[src/rtl/hazard_scoreboard_if.sv]
// Issue/hazard bus between the ID stage and the scoreboard hazard unit.
//   master : ID stage. It drives the issue request and its source operands,
//            and receives the stall/hazard status back.
//   slave  : the scoreboard. It receives the request and drives the status.
// Signals:
//   issue_valid, issue_wb_en, issue_dest, issue_lat : the instruction requesting issue
//   src_valid, src                                  : source operands, src i at [i*RFD +: RFD]
//   stall, hazard_src, waw_hazard                   : combinational hazard status
//   pending, stall_count                            : per-register busy flags, stall statistics
interface hazard_scoreboard_if #(
  parameter int REG_FILE_DEPTH = 4,
  parameter int NUM_SRC        = 3,
  parameter int MAX_LAT        = 7
);
  localparam int LAT_W = $clog2(MAX_LAT + 1);

  logic                              issue_valid;
  logic                              issue_wb_en;
  logic [REG_FILE_DEPTH-1:0]         issue_dest;
  logic [LAT_W-1:0]                  issue_lat;
  logic [NUM_SRC-1:0]                src_valid;
  logic [NUM_SRC*REG_FILE_DEPTH-1:0] src;
  logic                              stall;
  logic [NUM_SRC-1:0]                hazard_src;
  logic                              waw_hazard;
  logic [2**REG_FILE_DEPTH-1:0]      pending;
  logic [15:0]                       stall_count;

  modport master (
    output issue_valid, issue_wb_en, issue_dest, issue_lat, src_valid, src,
    input  stall, hazard_src, waw_hazard, pending, stall_count
  );

  modport slave (
    input  issue_valid, issue_wb_en, issue_dest, issue_lat, src_valid, src,
    output stall, hazard_src, waw_hazard, pending, stall_count
  );
endinterface

[src/rtl/hazard_scoreboard.sv]
// Scoreboard hazard unit placed beside the ID stage.
// Each register with an outstanding write has a countdown counter. The counter
// holds the number of cycles until the result can be used: forwardable when
// FWD_EN=1, written to the register file when FWD_EN=0. Issue is stalled when
// a used source is still counting down. Issue is also stalled when the new
// write would complete before an older write to the same destination.
// Ports:
//   clk  : rising-edge clock
//   rst  : synchronous active-high reset; clears all tracking and stall_count
//   sb   : hazard_scoreboard_if.slave
//          issue_* and src* are inputs.
//          stall, hazard_src and waw_hazard are combinational outputs.
//          pending and stall_count are outputs.
module hazard_scoreboard #(
  parameter int REG_FILE_DEPTH = 4,
  parameter int NUM_SRC        = 3,
  parameter int MAX_LAT        = 7,
  parameter int WB_EXTRA       = 2,
  parameter int FWD_EN         = 1
) (
  input  logic               clk,
  input  logic               rst,
  hazard_scoreboard_if.slave sb
);

  localparam int NREG  = 2**REG_FILE_DEPTH;
  localparam int LAT_W = $clog2(MAX_LAT + 1);
  localparam int CNT_W = $clog2(MAX_LAT + WB_EXTRA + 1);

  function automatic logic [15:0] sat_inc16(input logic [15:0] v);
    return (v == 16'hFFFF) ? v : v + 16'd1;
  endfunction

  function automatic logic [CNT_W-1:0] dec_sat0(input logic [CNT_W-1:0] v);
    return (v == '0) ? v : v - CNT_W'(1);
  endfunction

  // Without forwarding, consumers wait for the register-file write. That write
  // happens WB_EXTRA cycles after the result becomes forwardable.
  function automatic logic [CNT_W-1:0] load_of(input logic [LAT_W-1:0] lat);
    if (FWD_EN != 0) return CNT_W'(lat);
    else             return CNT_W'(lat) + CNT_W'(WB_EXTRA);
  endfunction

  logic [CNT_W-1:0] cnt_q [NREG];
  logic [CNT_W-1:0] cnt_d [NREG];
  logic [15:0]      stall_cnt_q;
  logic [15:0]      stall_cnt_d;

  logic [CNT_W-1:0]   load_val;
  logic [NUM_SRC-1:0] hazard_vec;
  logic               waw;
  logic               stall_w;
  logic               accept;
  logic [NREG-1:0]    pending_vec;

  // Hazard evaluation uses the pre-edge counters only. An instruction that
  // reads its own destination is therefore never blocked by its own load.
  always_comb begin
    load_val   = load_of(sb.issue_lat);
    hazard_vec = '0;
    for (int i = 0; i < NUM_SRC; i++) begin
      hazard_vec[i] = sb.src_valid[i] &
                      (cnt_q[sb.src[i*REG_FILE_DEPTH +: REG_FILE_DEPTH]] != '0);
    end
    // A strictly longer countdown would let the younger write finish first.
    waw     = sb.issue_wb_en & (cnt_q[sb.issue_dest] > load_val);
    stall_w = sb.issue_valid & ((|hazard_vec) | waw);
    accept  = sb.issue_valid & ~stall_w;
  end

  // A load overrides the decrement. A load of 0 clears the entry: any older
  // write still counting down is shorter and has been superseded.
  always_comb begin
    pending_vec = '0;
    for (int r = 0; r < NREG; r++) begin
      cnt_d[r] = dec_sat0(cnt_q[r]);
      if (accept && sb.issue_wb_en && (sb.issue_dest == REG_FILE_DEPTH'(r))) begin
        cnt_d[r] = load_val;
      end
      pending_vec[r] = (cnt_q[r] != '0);
    end
    stall_cnt_d = stall_w ? sat_inc16(stall_cnt_q) : stall_cnt_q;
  end

  always_ff @(posedge clk) begin
    if (rst) begin
      for (int r = 0; r < NREG; r++) begin
        cnt_q[r] <= '0;
      end
      stall_cnt_q <= '0;
    end else begin
      for (int r = 0; r < NREG; r++) begin
        cnt_q[r] <= cnt_d[r];
      end
      stall_cnt_q <= stall_cnt_d;
    end
  end

  assign sb.stall       = stall_w;
  assign sb.hazard_src  = hazard_vec;
  assign sb.waw_hazard  = waw;
  assign sb.pending     = pending_vec;
  assign sb.stall_count = stall_cnt_q;

endmodule

[src/flat_wrapper.sv]
// flat-port wrapper written by rule: the top's interface ports become plain ports
module hazard_scoreboard_flat 
#(
  parameter int REG_FILE_DEPTH = 4,
  parameter int NUM_SRC        = 3,
  parameter int MAX_LAT        = 7,
  parameter int WB_EXTRA       = 2,
  parameter int FWD_EN         = 1
)
  (clk, rst, sb_issue_valid, sb_issue_wb_en, sb_issue_dest, sb_issue_lat, sb_src_valid, sb_src, sb_stall, sb_hazard_src, sb_waw_hazard, sb_pending, sb_stall_count);
  hazard_scoreboard_if #(.REG_FILE_DEPTH(REG_FILE_DEPTH), .NUM_SRC(NUM_SRC), .MAX_LAT(MAX_LAT)) sb_i ();
  input  logic clk;
  input  logic rst;
  input wire logic [$bits(sb_i.issue_valid)-1:0] sb_issue_valid;
  input wire logic [$bits(sb_i.issue_wb_en)-1:0] sb_issue_wb_en;
  input wire logic [$bits(sb_i.issue_dest)-1:0] sb_issue_dest;
  input wire logic [$bits(sb_i.issue_lat)-1:0] sb_issue_lat;
  input wire logic [$bits(sb_i.src_valid)-1:0] sb_src_valid;
  input wire logic [$bits(sb_i.src)-1:0] sb_src;
  output wire logic [$bits(sb_i.stall)-1:0] sb_stall;
  output wire logic [$bits(sb_i.hazard_src)-1:0] sb_hazard_src;
  output wire logic [$bits(sb_i.waw_hazard)-1:0] sb_waw_hazard;
  output wire logic [$bits(sb_i.pending)-1:0] sb_pending;
  output wire logic [$bits(sb_i.stall_count)-1:0] sb_stall_count;
  assign sb_i.issue_valid = sb_issue_valid;
  assign sb_i.issue_wb_en = sb_issue_wb_en;
  assign sb_i.issue_dest = sb_issue_dest;
  assign sb_i.issue_lat = sb_issue_lat;
  assign sb_i.src_valid = sb_src_valid;
  assign sb_i.src = sb_src;
  assign sb_stall = sb_i.stall;
  assign sb_hazard_src = sb_i.hazard_src;
  assign sb_waw_hazard = sb_i.waw_hazard;
  assign sb_pending = sb_i.pending;
  assign sb_stall_count = sb_i.stall_count;
  hazard_scoreboard #(.REG_FILE_DEPTH(REG_FILE_DEPTH), .NUM_SRC(NUM_SRC), .MAX_LAT(MAX_LAT), .WB_EXTRA(WB_EXTRA), .FWD_EN(FWD_EN)) u_core (.clk(clk), .rst(rst), .sb(sb_i));
endmodule
[config.mk]
export PLATFORM = sky130hd
export DESIGN_NAME = hazard_scoreboard_flat
export DESIGN_NICKNAME = d
export VERILOG_FILES = /design/src/rtl/hazard_scoreboard_if.sv /design/src/rtl/hazard_scoreboard.sv /design/src/flat_wrapper.sv
export SDC_FILE = /design/constraint.sdc
export NUM_CORES = 1
export LEC_CHECK = 0
export ABC_AREA = 1
export CAP_MARGIN = 30
export CORE_UTILIZATION = 40
export CTS_CLUSTER_SIZE = 24
export DETAILED_ROUTE_END_ITERATION = 10
export DONT_BUFFER_PORTS = 1
export PLACE_DENSITY = 0.52
export SKIP_LAST_GASP = 1
export SYNTH_ARGS = -nofsm -noshare
export SYNTH_HDL_FRONTEND = slang
export SYNTH_SLANG_ARGS = --single-unit
[constraint.sdc]
create_clock -name clk -period 4.55 [get_ports clk]
set_input_delay 0.91 -clock clk [delete_from_list [all_inputs] [get_ports clk]]
set_output_delay 0.91 -clock clk [all_outputs]
set_load 0.05 [all_outputs]
Word level (Yosys, flattened, before mapping)
Memory sizes are Yosys's and may differ from the RTL's.
Cells that the tools add are included.
{"block": "op_classes", "magnitude_cmp": 1, "muxes": 51, "div": 0, "eq_ne": 16, "n_bitwise": 25, "reduce_logical": 55, "shift": 0, "multipliers": 0, "addsub": 17}
{"op": "$mux W4", "n": 48}
{"op": "$reduce_bool A4 Y1", "n": 19}
{"op": "$logic_not A4 Y1", "n": 17}
{"op": "$sub A4 B1 Y4 const B", "n": 16}
{"op": "$eq A4 B4 Y1 const B", "n": 8}
{"op": "$logic_and A1 B1 Y1", "n": 17}
{"op": "$or A1 B1 Y1", "n": 17}
{"op": "$add A16 B1 Y16 const B", "n": 1}
{"op": "$eq A16 B16 Y1 const B", "n": 1}
{"op": "$eq A4 B3 Y1 const B", "n": 4}
{"op": "$eq A4 B2 Y1 const B", "n": 2}
{"op": "$and A1 B1 Y1", "n": 6}
{"op": "$eq A4 B1 Y1 const B", "n": 1}
{"op": "$gt A4 B3 Y1", "n": 1}
{"op": "$mux W1", "n": 3}
{"op": "$reduce_or A3 Y1", "n": 1}
{"op": "$not A1 Y1", "n": 2}
{"op": "$reduce_and A2 Y1", "n": 1}
{"block": "totals", "inputBits": 26, "word_cells": 167, "latchBits": 0, "reg_bits": 16, "out_inout_bits": 37, "mem_count": 1, "mem_bits_rw": 64, "mem_bits_ro": 0}
{"name": "u_core.cnt_q", "depth": 16, "width": 4, "rd": 20, "rd_ports_with_merged_regs": 0, "wr": 16, "line_no": "hazard_scoreboard.sv:45", "rtl": "logic [CNT_W-1:0] cnt_q [NREG];"}

Logic depth before layout (Yosys ltp)
An unclocked memory read counts as a cell.
{"block": "logic_depth", "word_depth": 12, "depth_mapped": 21, "ltp_nobuf": 20}

Worst setup path before layout
No wires, ideal clock.
{"block": "synth_timing", "path_kind": "input -> output", "from": "in sb_issue_dest[0]", "to": "out sb_stall", "cell_stages": 18, "arrival_time_ps": 3498, "n_path_buf": 3, "t_required_ps": 3640, "path_slack_ps": 142, "path_cell_list": "buf_6 inv_1 nand2_4 clkbuf_1 o21ai_0 o21ai_0 nand4_1 ha_1 inv_1 nor2_1 o21a_1 o21ai_0 o21ai_1 nand2_2 nand2_4 nor2_8 buf_4 nor2_1"}
{"block": "synth_via", "elab_chain_len": 5}
{"item": "start: declaration", "line_no": "flat_wrapper.sv:16", "rtl": "input wire logic [$bits(sb_i.issue_dest)-1:0] sb_issue_dest;"}
{"item": "$mem_v2 Z16 W4"}
{"item": "$gt A4 B3 Y1", "line_no": "hazard_scoreboard.sv:67", "rtl": "waw = sb.issue_wb_en & (cnt_q[sb.issue_dest] > load_val);"}
{"item": "$and A1 B1 Y1", "line_no": "hazard_scoreboard.sv:67"}
{"item": "$or A1 B1 Y1", "line_no": "hazard_scoreboard.sv:68", "rtl": "stall_w = sb.issue_valid & ((|hazard_vec) | waw);"}
{"item": "$and A1 B1 Y1", "line_no": "hazard_scoreboard.sv:68"}
{"item": "end: declaration", "line_no": "flat_wrapper.sv:20", "rtl": "output wire logic [$bits(sb_i.stall)-1:0] sb_stall;"}
No other way between the ends.

Worst setup path in the final report
{"block": "layout_timing", "from": "in sb_issue_dest[1]", "to": "out sb_stall"}
Same word-level chain as after synthesis.

==> results.sh <==
export IMPL_fill_cells=1412
export IMPL_yosys_area_top_type="dfxtp_1"
export IMPL_drv_cap=0
export IMPL_ys_types=38
export IMPL_drive_gt1_share_pct=7.40
export IMPL_relSlewSlack_pct=45.1
export IMPL_post_cts_buffers=0
export IMPL_tightest_slew_ps=822
export IMPL_clkTransAtPathRegs_ps=50
export IMPL_first_iter_violations=401
export IMPL_area_growth_pct=6.63
export IMPL_p_sw_share_pct=31.0
export IMPL_grt_pass1_vias=5261
export IMPL_num_antenna_cells=0
export IMPL_setup_violations=0
export IMPL_yosysTopAreaCellShare_pct=29.4
export IMPL_ios=63
export IMPL_ir_drop_mv=0.161
export IMPL_status="completed"
export IMPL_cp_arrival_ps=3130
export IMPL_post_route_min_period_ps=4040
export IMPL_crit_slowest_cell="ha_1"
export IMPL_skew_ps=6.86
export IMPL_fin_nets=891
export IMPL_crit_path_end_kind="output port"
export IMPL_vias=5584
export IMPL_avgViaCountPerCell=5.36
export IMPL_async_flop_share_pct=0
export IMPL_setup_tns_ps=0
export IMPL_yosys_register_bits=80
export IMPL_synth_edf_count=0
export IMPL_syn_mean_instance_area_um2=6.20
export IMPL_syn_nets=909
export IMPL_core_area_um2=13200
export IMPL_die_y_um=119
export IMPL_gr_total_overflow=0
export IMPL_p_sw_w=0.000550
export IMPL_cts_buffers=9
export IMPL_required_ps=3640
export IMPL_cts_buffer_depth=2
export IMPL_leakagePower_nw=2.40
export IMPL_dr_pass1_iters=5
export IMPL_power_density_nw_per_um2=306
export IMPL_h_tree_depth=3
export IMPL_final_util_pct=43.9
export IMPL_clock_sink_count=80
export IMPL_place_area_um2=5520
export IMPL_initial_utilization_pct=41.2
export IMPL_stdcell_count=1041
export IMPL_p_comb_share_pct=17.6
export IMPL_crit_chain="inv_4 > nor2_8 > inv_1 > o22ai_1 > o21ai_0 > nand2_1 > a221oi_1 > ha_1 > nand3_1 > o21ai_0 > o21ai_1 > nand2_2 > nand2_4 > nor2_8 > nor2_1 > buf_4"
export IMPL_fmax_mhz=248
export IMPL_place_inst=1026
export IMPL_grtUsageTotal_pct=24.7
export IMPL_fp_dieArea_um2=14100
export IMPL_fin_crit_sh_pct=88.8
export IMPL_synth_seq_area_share_pct=29.4
export IMPL_p_int_w=0.00123
export IMPL_final_cell_area_um2=5810
export IMPL_slowest_delay_ps=290
export IMPL_cts_tree="built"
export IMPL_finalHoldViolCount=0
export IMPL_die_w_um=119
export IMPL_cts_root_buf="clkbuf_16"
export IMPL_synth_warning_count=0
export IMPL_final_antenna_net_count=0
export IMPL_yosysMostFrequentCell="nand2_1"
export IMPL_cts_resized=0
export IMPL_synth_area_leaders="dfxtp_1 29%, nand2_1 14%, nor2_1 8.7%"
export IMPL_place_detailed_hpwl_um=12300
export IMPL_drcViolationCount=0
export IMPL_rows=42
export IMPL_crit_type="input port to output port"
export IMPL_slew_violations=0
export IMPL_seq_power_share_pct=41.7
export IMPL_hp_class="flop to flop"
export IMPL_port_buffers=0
export IMPL_syn_instance_count=879
export IMPL_cp_max_fo=11
export IMPL_clock_latency_ps=350
export IMPL_synthesis_area_um2=5450
export IMPL_cts_hold_buf=0
export IMPL_start_kind="input port"
export IMPL_place_congestion=0.917
export IMPL_avgRoutedWirePerCell_um=16.2
export IMPL_grt_setup_unrepaired="no"
export IMPL_p_clk_share_pct=40.7
export IMPL_synthTopCellsByCount="210 x nand2_1, 126 x nor2_1, 113 x inv_1"
export IMPL_ys_flop_type="dfxtp_1"
export IMPL_grt_first_pass_wirelength_um=27300
export IMPL_grt_max_degree=43
export IMPL_finalWirelength_um=16900
export IMPL_antenna_found_initial=0
sequential cells by signal (all words and copies together) (netlist names):
signal,cells
u_core.sb.stall_count,16
u_core.cnt_q,64
cell usage in the layout, fill, tap and decap left out, types with 12 or more instances in the layout:
cell type and n:
nor2_1 126, o21ai_0 59, nand4_1 37, dfxtp_1 80
o21ai_1 12, nor2_2 12, nand3_1 70, inv_1 113
nand2_1 210, a21oi_1 46, o22ai_1 12
stage by stage:
step                setup WS, ps  total power, W  hold slack, ps
finish                       510         0.00178             478
global route                 289         0.00186             502
floorplan                    142         0.00103             445
detailed placement           514         0.00107             466
CTS                          514         0.00179             476
global placement             601         0.00106             467
power by group through the flow:
stage | logic (W) | registers (W) | clock network, W
after floorplan | 0.000279 | 0.000749 | 0
after global placement | 0.000307 | 0.000756 | 0
after detailed placement | 0.000312 | 0.000756 | 0
after CTS | 0.000313 | 0.000740 | 0.000740
after global routing | 0.000345 | 0.000743 | 0.000771
final | 0.000312 | 0.000741 | 0.000723
cell type report:
type | count | area, um^2 | area share (%)
Tap cell | 176 | 220 | 3.79
Timing Repair Buffer | 5 | 37.5 | 0.646
Sequential cell | 80 | 1600 | 27.6
Clock buffer | 11 | 243 | 4.18
Inverter | 118 | 445 | 7.66
Clock inverter | 4 | 45.0 | 0.775
Multi-Input combinational cell | 647 | 3220 | 55.4
layer usage:
metal / GRT usage [%] / share of wire, % / wire (um) / up-vias
li1: - / - / - / 2814
met1: 32.2 / 46 / 7820 / 2599
met2: 38.7 / 44 / 7500 / 139
met3: 6.32 / 6.2 / 1050 / 32
met4: 10.1 / 3.0 / 512 / 0
met5: 0 / 0 / 0 / -
kinds of logic (layout without fill, tap and decap cells):
logic type                 count (synthesis)  in the layout  synth area share (%)
AOI/OAI and AO/OA                        137            137                  13.3
and+or+nand+nor                          492            492                  42.6
DFF                                       80             80                  29.4
adders and majority gates                  4              4                 0.918
xor gates and xnor gates                  14             14                  2.25
buffers and inverters                    152            138                  11.5
worst max-delay path: cells and delay by family:
family          cells  cell delay, ps
simple gates        7             590
fa+ha+maj           1             290
compound gates      5             720
buf+inv             3             590
worst paths after layout:
path                 startpoint                  end  slack (ps)  cells past startpoint
max            sb_issue_dest[1]             sb_stall         510                     16
min          u_core.cnt_q[7][3]   u_core.cnt_q[7][3]         480                      2
max reg2reg  u_core.cnt_q[3][0]  u_core.cnt_q[13][0]        1330                     16
min reg2reg  u_core.cnt_q[7][3]   u_core.cnt_q[7][3]         480                      2
Note: power is estimated with default switching activity, not from simulation.
